**config.mk**
```make
export PLATFORM = sky130hd
export DESIGN_NAME = led_event_scheduler
export DESIGN_NICKNAME = d
export VERILOG_FILES = /design/src/rtl/led_event_scheduler.sv
export SDC_FILE = /design/constraint.sdc
export NUM_CORES = 1
export LEC_CHECK = 0
export ABC_AREA = 1
export CORE_MARGIN = 3
export CORE_UTILIZATION = 35
export CTS_BUF_LIST = sky130_fd_sc_hd__clkbuf_8
export CTS_CLUSTER_SIZE = 40
export DETAILED_ROUTE_END_ITERATION = 16
export GPL_ROUTABILITY_DRIVEN = 0
export SLEW_MARGIN = 40
export SYNTH_ARGS = -nofsm -noshare
export SYNTH_HDL_FRONTEND = slang
export SYNTH_SLANG_ARGS = --single-unit
```
**constraint.sdc**
```tcl
create_clock -name clk -period 2.35 [get_ports clk]
set_input_delay 0.3525 -clock clk [delete_from_list [all_inputs] [get_ports clk]]
set_output_delay 0.3525 -clock clk [all_outputs]
set_load 0.05 [all_outputs]
```
**src/rtl/led_event_scheduler.sv**
```systemverilog
// led_event_scheduler
//   Owns the two RGB indicator LEDs of the chip dispenser. In IDLE the
//   free-running flasher pattern passes straight through; error, dispense
//   and coin events pre-empt it with priority ERROR > DISPENSE > COIN > IDLE.
//
// Ports
//   clk          system clock
//   reset        synchronous, active-high reset
//   flash_rgb1   {r,g,b} idle pattern for LED1
//   flash_rgb2   {r,g,b} idle pattern for LED2
//   req_error    level, high while a fault exists
//   req_dispense one-cycle pulse per chip dispensed
//   req_coin     one-cycle pulse per coin accepted
//   led_rgb1     {r,g,b} drive for LED1, active-high
//   led_rgb2     {r,g,b} drive for LED2, active-high
//   busy         high in any state other than IDLE
//   active_src   0=IDLE, 1=COIN, 2=DISPENSE, 3=ERROR
module led_event_scheduler #(
  parameter int unsigned BLINK_TICKS     = 12500000,
  parameter int unsigned DISPENSE_BLINKS = 3,
  parameter int unsigned COIN_HOLD_TICKS = 25000000,
  parameter int unsigned CNT_W           = 27
) (
  input  logic       clk,
  input  logic       reset,
  input  logic [2:0] flash_rgb1,
  input  logic [2:0] flash_rgb2,
  input  logic       req_error,
  input  logic       req_dispense,
  input  logic       req_coin,
  output logic [2:0] led_rgb1,
  output logic [2:0] led_rgb2,
  output logic       busy,
  output logic [1:0] active_src
);

  localparam int unsigned BLK_W = (DISPENSE_BLINKS > 1) ? $clog2(DISPENSE_BLINKS) : 1;

  localparam logic [CNT_W-1:0] BLINK_LAST = CNT_W'(BLINK_TICKS - 1);
  localparam logic [CNT_W-1:0] COIN_LAST  = CNT_W'(COIN_HOLD_TICKS - 1);
  localparam logic [BLK_W-1:0] BLK_LAST   = BLK_W'(DISPENSE_BLINKS - 1);

  typedef enum logic [1:0] {
    IDLE     = 2'd0,
    COIN     = 2'd1,
    DISPENSE = 2'd2,
    ERROR    = 2'd3
  } state_t;

  state_t           state, state_n;
  logic [CNT_W-1:0] cnt, cnt_n;
  logic             phase, phase_n;
  logic [BLK_W-1:0] blk, blk_n;
  logic             pend_d, pend_d_n;
  logic             pend_c, pend_c_n;
  logic             decide;
  logic             load;

  always_ff @(posedge clk) begin
    if (reset) begin
      state  <= IDLE;
      cnt    <= '0;
      phase  <= 1'b0;
      blk    <= '0;
      pend_d <= 1'b0;
      pend_c <= 1'b0;
    end else begin
      state  <= state_n;
      cnt    <= cnt_n;
      phase  <= phase_n;
      blk    <= blk_n;
      pend_d <= pend_d_n;
      pend_c <= pend_c_n;
    end
  end

  // A pend flag is consumed when its state is (re)entered, so it only holds
  // requests that still need a future run: pulses arriving during a run cause
  // exactly one replay, and an ERROR pre-emption re-arms the interrupted one.
  always_comb begin
    state_n  = state;
    cnt_n    = cnt + 1'b1;
    phase_n  = phase;
    blk_n    = blk;
    pend_d_n = pend_d | req_dispense;
    pend_c_n = pend_c | req_coin;
    decide   = 1'b0;
    load     = 1'b0;

    case (state)
      IDLE: begin
        cnt_n  = '0;
        decide = 1'b1;
      end
      COIN: begin
        if (cnt == COIN_LAST) decide = 1'b1;
      end
      DISPENSE: begin
        if (cnt == BLINK_LAST) begin
          cnt_n   = '0;
          phase_n = ~phase;
          if (phase) begin
            if (blk == BLK_LAST) decide = 1'b1;
            else                 blk_n  = blk + 1'b1;
          end
        end
      end
      ERROR: begin
        if (cnt == BLINK_LAST) begin
          cnt_n   = '0;
          phase_n = ~phase;
        end
        decide = 1'b1;
      end
      default: ;
    endcase

    if (req_error) begin
      if (state != ERROR) begin
        state_n = ERROR;
        load    = 1'b1;
      end
      if (state == DISPENSE) pend_d_n = 1'b1;
      if (state == COIN)     pend_c_n = 1'b1;
    end else if (decide) begin
      load = 1'b1;
      if (pend_d_n) begin
        state_n  = DISPENSE;
        pend_d_n = 1'b0;
      end else if (pend_c_n) begin
        state_n  = COIN;
        pend_c_n = 1'b0;
      end else begin
        state_n  = IDLE;
      end
    end

    if (load) begin
      cnt_n   = '0;
      phase_n = 1'b0;
      blk_n   = '0;
    end
  end

  always_comb begin
    led_rgb1   = flash_rgb1;
    led_rgb2   = flash_rgb2;
    busy       = (state != IDLE);
    active_src = state;
    case (state)
      COIN: begin
        led_rgb1 = 3'b001;
        led_rgb2 = 3'b001;
      end
      DISPENSE: begin
        led_rgb1 = phase ? 3'b000 : 3'b010;
        led_rgb2 = phase ? 3'b000 : 3'b010;
      end
      ERROR: begin
        led_rgb1 = phase ? 3'b000 : 3'b100;
        led_rgb2 = phase ? 3'b100 : 3'b000;
      end
      default: ;
    endcase
  end

endmodule

```
==> results of run 1 <==
[report_power, final]
part / total, mW / switching (mW) / internal, mW
Clock: 0.443 / 0.211 / 0.232
Sequential: 0.592 / 0.00674 / 0.585
Combinational: 0.312 / 0.218 / 0.0944
[how the worst min path moves through the flow]
stage	startpoint	end	slack [ns]	cells past startpoint
floorplan	reset	active_src[0]	0.42	1
global placement	blk[1]	blk[1]	0.46	2
detailed placement	blk[1]	blk[1]	0.47	2
CTS	blk[1]	blk[1]	0.49	2
global route	blk[1]	blk[1]	0.52	2
finish	blk[1]	blk[1]	0.48	2
[stage by stage]
| stage | power [mW] | utilization, % | instances | worst slack, ns |
|---|---|---|---|---|
| global route | 1.41 | 42.2 | 393 | 0.0556 |
| finish | 1.35 | 42.2 | 393 | 0.192 |
| global placement | 0.919 | 40.6 | 385 | 0.432 |
| CTS | 1.37 | 42.2 | 393 | 0.167 |
| detailed placement | 0.922 | 40.6 | 385 | 0.365 |
| floorplan | 0.844 | - | 295 | 0.224 |
[placed cells by master (no fill, tap or decap), types with 3 or more instances in the layout]
| master | instances |
|---|---|
| clkbuf_8 | 6 |
| o21ai_0 | 5 |
| nor2_1 | 24 |
| a21oi_1 | 4 |
| xnor2_1 | 3 |
| nor2_2 | 11 |
| dfxtp_1 | 34 |
| nand4_1 | 5 |
| inv_2 | 7 |
| nand2_1 | 54 |
| nor3_2 | 24 |
| clkdlybuf4s50_1 | 13 |
| buf_4 | 8 |
| nand3_1 | 12 |
| xor2_1 | 19 |
| inv_1 | 44 |
| nor2_4 | 4 |
| ha_1 | 7 |
| nor3_1 | 11 |
| nand2_2 | 4 |
[synth_stat cells, drive strengths merged]
library cell  count
a22o              1
buf               6
or2               3
o21ai             7
nand3            14
ha                7
a21oi             6
xor2             19
nand3b            1
clkinv            1
dfxtp            34
xnor2             3
nor3             35
inv              50
o22ai             1
nor2             39
nand2            60
nor4              2
clkbuf            1
nand4             5
[final cells by class]
cell class / count / area, um^2 / area share [%]
inverter: 51 / 191 / 7.49
sequential: 34 / 681 / 26.6
timing repair buffer: 22 / 210 / 8.23
multi-input combinational: 203 / 1290 / 50.4
tap: 75 / 93.8 / 3.67
clock inverter: 2 / 8.76 / 0.343
clock buffer: 6 / 82.6 / 3.23
[critical path, cell delays in order (launching register included)]
cell and delay (ns):
dfxtp_1 0.38, inv_1 0.11, ha_1 0.20, inv_1 0.04, clkdlybuf4s50_1 0.80
[cell families after synthesis]
family                     after synthesis
AOI/OAI and AO/OA                       15
DFF                                     34
buffers and inverters                   58
and+or+nand+nor                        159
adders and majority gates                7
xor gates and xnor gates                22
[state kept, by name, indices dropped and copies added, names as in the netlist]
| register | flops |
|---|---|
| cnt | 27 |
| active_src | 2 |
| blk | 2 |
| pend_c | 1 |
| pend_d | 1 |
| phase | 1 |
[layer usage]
layer / wire length, um / global-route usage (%) / up-vias
met4: 59 / 4.17 / 0
met2: 2120 / 22.9 / 17
met5: 0 / 0 / -
li1: - / - / 962
met1: 2150 / 16.5 / 825
met3: 132 / 2.79 / 6
==> impl_metrics.tcl, run 1 <==
set metrics [dict create \
    vias 1810 \
    grt_max_degree 31 \
    rsz0062_at_grt "no" \
    post-cts-setup-buffers 0 \
    insertion_delay_ns 0.28 \
    clock.fmax_ghz 0.463 \
    maxSlewViolCount 0 \
    hold_class "flop to flop" \
    grt.total_usage_pct 13.3 \
    min_period_ns 2.16 \
    yosys.cell_types.count 32 \
    port_buffers 19 \
    drtAntennaViolNets 0 \
    syn2layout_area_growth_pct 14.1 \
    cts_tree "done" \
    fp.dieW_um 86.0 \
    synthCells 295 \
    critPathLaunch "active_src[0]" \
    tns_ns 0 \
    drc 0 \
    ctsResizeCount 0 \
    dpl-instance-area_um2 2460 \
    synth_top_family_by_area "simple AND/OR/NAND/NOR gates" \
    layout.nets 335 \
    post-dp-hpwl_um 3350 \
    cts_inserted_buffers 5 \
    synthAdderAreaFrac_pct 3.91 \
    final.period_utilization_pct 91.8 \
    drv_cap 0 \
    drive_gt1_share_pct 23.6 \
    die_h_um 86.0 \
    grt_pass1_vias 1805 \
    setup_violations 0 \
    clock_skew_ns 0.00853 \
    fillCellCount 637 \
    synthTopCellsByArea "dfxtp_1, nor3_2, nand2_1" \
    cellPowerDensity_nw_per_um2 527 \
    worst_pin_slew_ns 0.507 \
    crit_fanout 4 \
    critPathKind "flop to output port" \
    wl_per_cell_um 11.4 \
    leakagePower_nw 0.888 \
    grt_first_pass_wirelength_um 8050 \
    cp_data_required_time_ns 2.00 \
    muxShareOfSynthArea_pct 0 \
    synthesis.area_um2 2240 \
    path_clk_slew_ns 0.07 \
    rrSetupSlack_ns 0.37 \
    antenna_cells 0 \
    antenna_found_initial 0 \
    slew_headroom_pct 66.1 \
    clockBufferDepth 2 \
    ys_warn_count 0 \
    dieArea_um2 7390 \
    drtPass1Iterations 4 \
    start_util_pct 36.9 \
    rows 28 \
    synth_compound_area_share_pct 3.91 \
    worstSetupEndpointType "output port" \
    hold_buffers 0 \
    ir_worst_vdd_mv 0.321 \
    synth_xor_area_share_pct 8.61 \
    reg2reg_from "cnt[0]" \
    synthSimpleGateAreaFrac_pct 41.1 \
    drt-initial-drc-count 65 \
    synth_top_area_cell "dfxtp_1" \
    h-tree-depth 2 \
    hold_violations 0 \
    finalInstanceArea_um2 2550 \
    status "complete, no violations" \
    vias_per_cell 4.61 \
    ios 20 \
    yosysSeqAreaShare_pct 30.4 \
    cp-start-kind "flop" \
    synth.top_cell.area_share_pct 30.4 \
    synth-seq-cells 34 \
    grt_overflow_total 0 \
    worstPathArrival_ns 1.81 \
    cts.sinks 34 \
    core-area_um2 6060 \
    r2r_cells 13 \
    cts_root_buffer "clkbuf_8" \
    hold_slack_ns 0.481 \
    routed_wl_um 4470 \
    avgSynthCellArea_um2 7.59 \
    syn_nets 313 \
    reg2reg_to "cnt[21]" \
    cp-endpoint "busy" \
]
Power figures use the tool's default switching activity.
==> run 2, diff against run 1 <==
--- a/config.mk
+++ b/config.mk
@@ -6,6 +6,7 @@
 export NUM_CORES = 1
 export LEC_CHECK = 0
 export ABC_AREA = 1
+export CORE_ASPECT_RATIO = 1.75
 export CORE_MARGIN = 3
 export CORE_UTILIZATION = 35
 export CTS_BUF_LIST = sky130_fd_sc_hd__clkbuf_8
==> impl_metrics.tcl, run 2 (synthesis results as in run 1) <==
set metrics [dict create \
    post-dp-hpwl_um 3800 \
    start_util_pct 37.2 \
    p_seq_share_pct 40.8 \
    power.internal_mw 1.01 \
    top_register "cnt" \
    cts.sinks 34 \
    final_cell_mix "nand2_1, inv_1, dfxtp_1" \
    grt_first_pass_wirelength_um 8300 \
    fp.dieW_um 66.5 \
    power.share.combinational_pct 22.5 \
    maxSlewViolCount 0 \
    place_ws_ns 0.314 \
    rows 37 \
    drv_cap 0 \
    dieArea_um2 7430 \
    p_sw_share_pct 30.7 \
    layout.nets 336 \
    dpl-instance-area_um2 2500 \
    worst_pin_slew_ns 0.494 \
    grt.total_usage_pct 14.5 \
    hold_class "flop to flop" \
    grt_pass1_vias 1909 \
    power_switching_mw 0.445 \
    crit_fanout 4 \
    clkPwrFrac_pct 36.7 \
    path_clk_slew_ns 0.07 \
    syn2layout_area_growth_pct 16.5 \
    vias_per_cell 4.61 \
    dr.max_layer_used "met4" \
    cts_inserted_buffers 5 \
    rsz0062_at_grt "no" \
    grt_overflow_total 0 \
    finalInstanceArea_um2 2610 \
    port_buffers 19 \
    antenna_cells 0 \
    grt_max_degree 24 \
    tns_ns 0 \
    h-tree-depth 2 \
    critPathKind "flop to output port" \
    ios 20 \
    core-area_um2 6020 \
    slew_headroom_pct 66.9 \
    worstPathArrival_ns 1.83 \
    hold_buffers 0 \
    hold_violations 0 \
    cts_root_buffer "clkbuf_8" \
    leakagePower_nw 0.908 \
    dr_wl_met3_um 136 \
    fillCellCount 645 \
    met1Wirelength_um 1720 \
    largest_reg_flops 27 \
    cellPowerDensity_nw_per_um2 556 \
    cp-start-kind "flop" \
    final-seq-area_um2 681 \
    insertion_delay_ns 0.29 \
    die_h_um 112 \
    setup_violations 0 \
    post-cts-setup-buffers 0 \
    drtPass1Iterations 4 \
    drtAntennaViolNets 0 \
    status "complete, no violations" \
    drive_gt1_share_pct 24.1 \
    vias 1832 \
    routed_wl_um 4690 \
    ir_worst_vdd_mv 0.342 \
    antenna_found_initial 0 \
    clock_skew_ns 0.00704 \
    setup_slack_ns 0.168 \
    final.period_utilization_pct 92.8 \
    clock.fmax_ghz 0.458 \
    clockBufferDepth 2 \
    cp_data_required_time_ns 2.00 \
    ctsResizeCount 0 \
    cts_tree "done" \
    wl_per_cell_um 11.8 \
    multi_input_area_um2 1290 \
    final_common_cell "nand2_1" \
    min_period_ns 2.18 \
    dr_wl_met2_um 2700 \
    drc 0 \
    drt-initial-drc-count 47 \
    worstSetupEndpointType "output port" \
]
run 2: changes by cell type in the layout (fill, tap and decap cells not counted), sizes merged:
cell	change
buf	+1
bufinv	+1
clkbuf	-1
clkinv	+1
inv	-1
run 2: routing by layer:
metal | vias up | GRT usage, %
li1 | 962 | -
met1 | 831 | 13.7
met5 | - | 0
met2 | 29 | 27.9
met3 | 10 | 3.03
met4 | 0 | 7.06
run 2: final cells by class:
type,instances,share of cell area (%)
flip-flops and latches,34,26.1
clock inverters,3,1.53
clock buffers,5,2.64
multi-input cells,203,49.4
repair buffers,23,9.30
inverters,51,7.34
well taps,78,3.74
run 2: final timing paths:
check	startpoint	to	slack (ns)	depth (start not counted)
setup / recovery	active_src[0]	busy	0.17	4
hold / removal	blk[1]	blk[1]	0.48	2
setup reg to reg	cnt[0]	cnt[24]	0.34	13
hold reg to reg	blk[1]	blk[1]	0.48	2
run 2: through the flow:
step	utilization, %	power [mW]	hold WS, ns	std cells
final	43.3	1.45	0.477	397
after global routing	43.3	1.53	0.510	397
after CTS	43.3	1.47	0.482	397
after detailed placement	41.5	0.936	0.471	389
after global placement	41.5	0.936	0.460	389
after floorplan	-	0.844	0.425	295
run 2: power groups by stage:
| stage | clock network [mW] | registers, mW | logic, mW |
|---|---|---|---|
| 6_report | 0.532 | 0.592 | 0.327 |
| 5_1_grt | 0.581 | 0.593 | 0.355 |
| 4_1_cts | 0.546 | 0.592 | 0.332 |
| 3_5_place_dp | 0 | 0.606 | 0.331 |
| 3_3_place_gp | 0 | 0.606 | 0.330 |
| 2_1_floorplan | 0 | 0.618 | 0.227 |
run 2: worst max-delay path, cell delays in order, from the launching register on:
cell and delay, ns:
dfxtp_1 0.39, inv_1 0.11, ha_1 0.21, inv_1 0.05, clkdlybuf4s50_1 0.79
==> run 3, diff against run 2 <==
--- a/config.mk
+++ b/config.mk
@@ -9,7 +9,6 @@
 export CORE_ASPECT_RATIO = 1.75
 export CORE_MARGIN = 3
 export CORE_UTILIZATION = 35
-export CTS_BUF_LIST = sky130_fd_sc_hd__clkbuf_8
 export CTS_CLUSTER_SIZE = 40
 export DETAILED_ROUTE_END_ITERATION = 16
 export GPL_ROUTABILITY_DRIVEN = 0
==> results of run 3 <==
Final layout, timing and power as in run 2 (identical DEF).
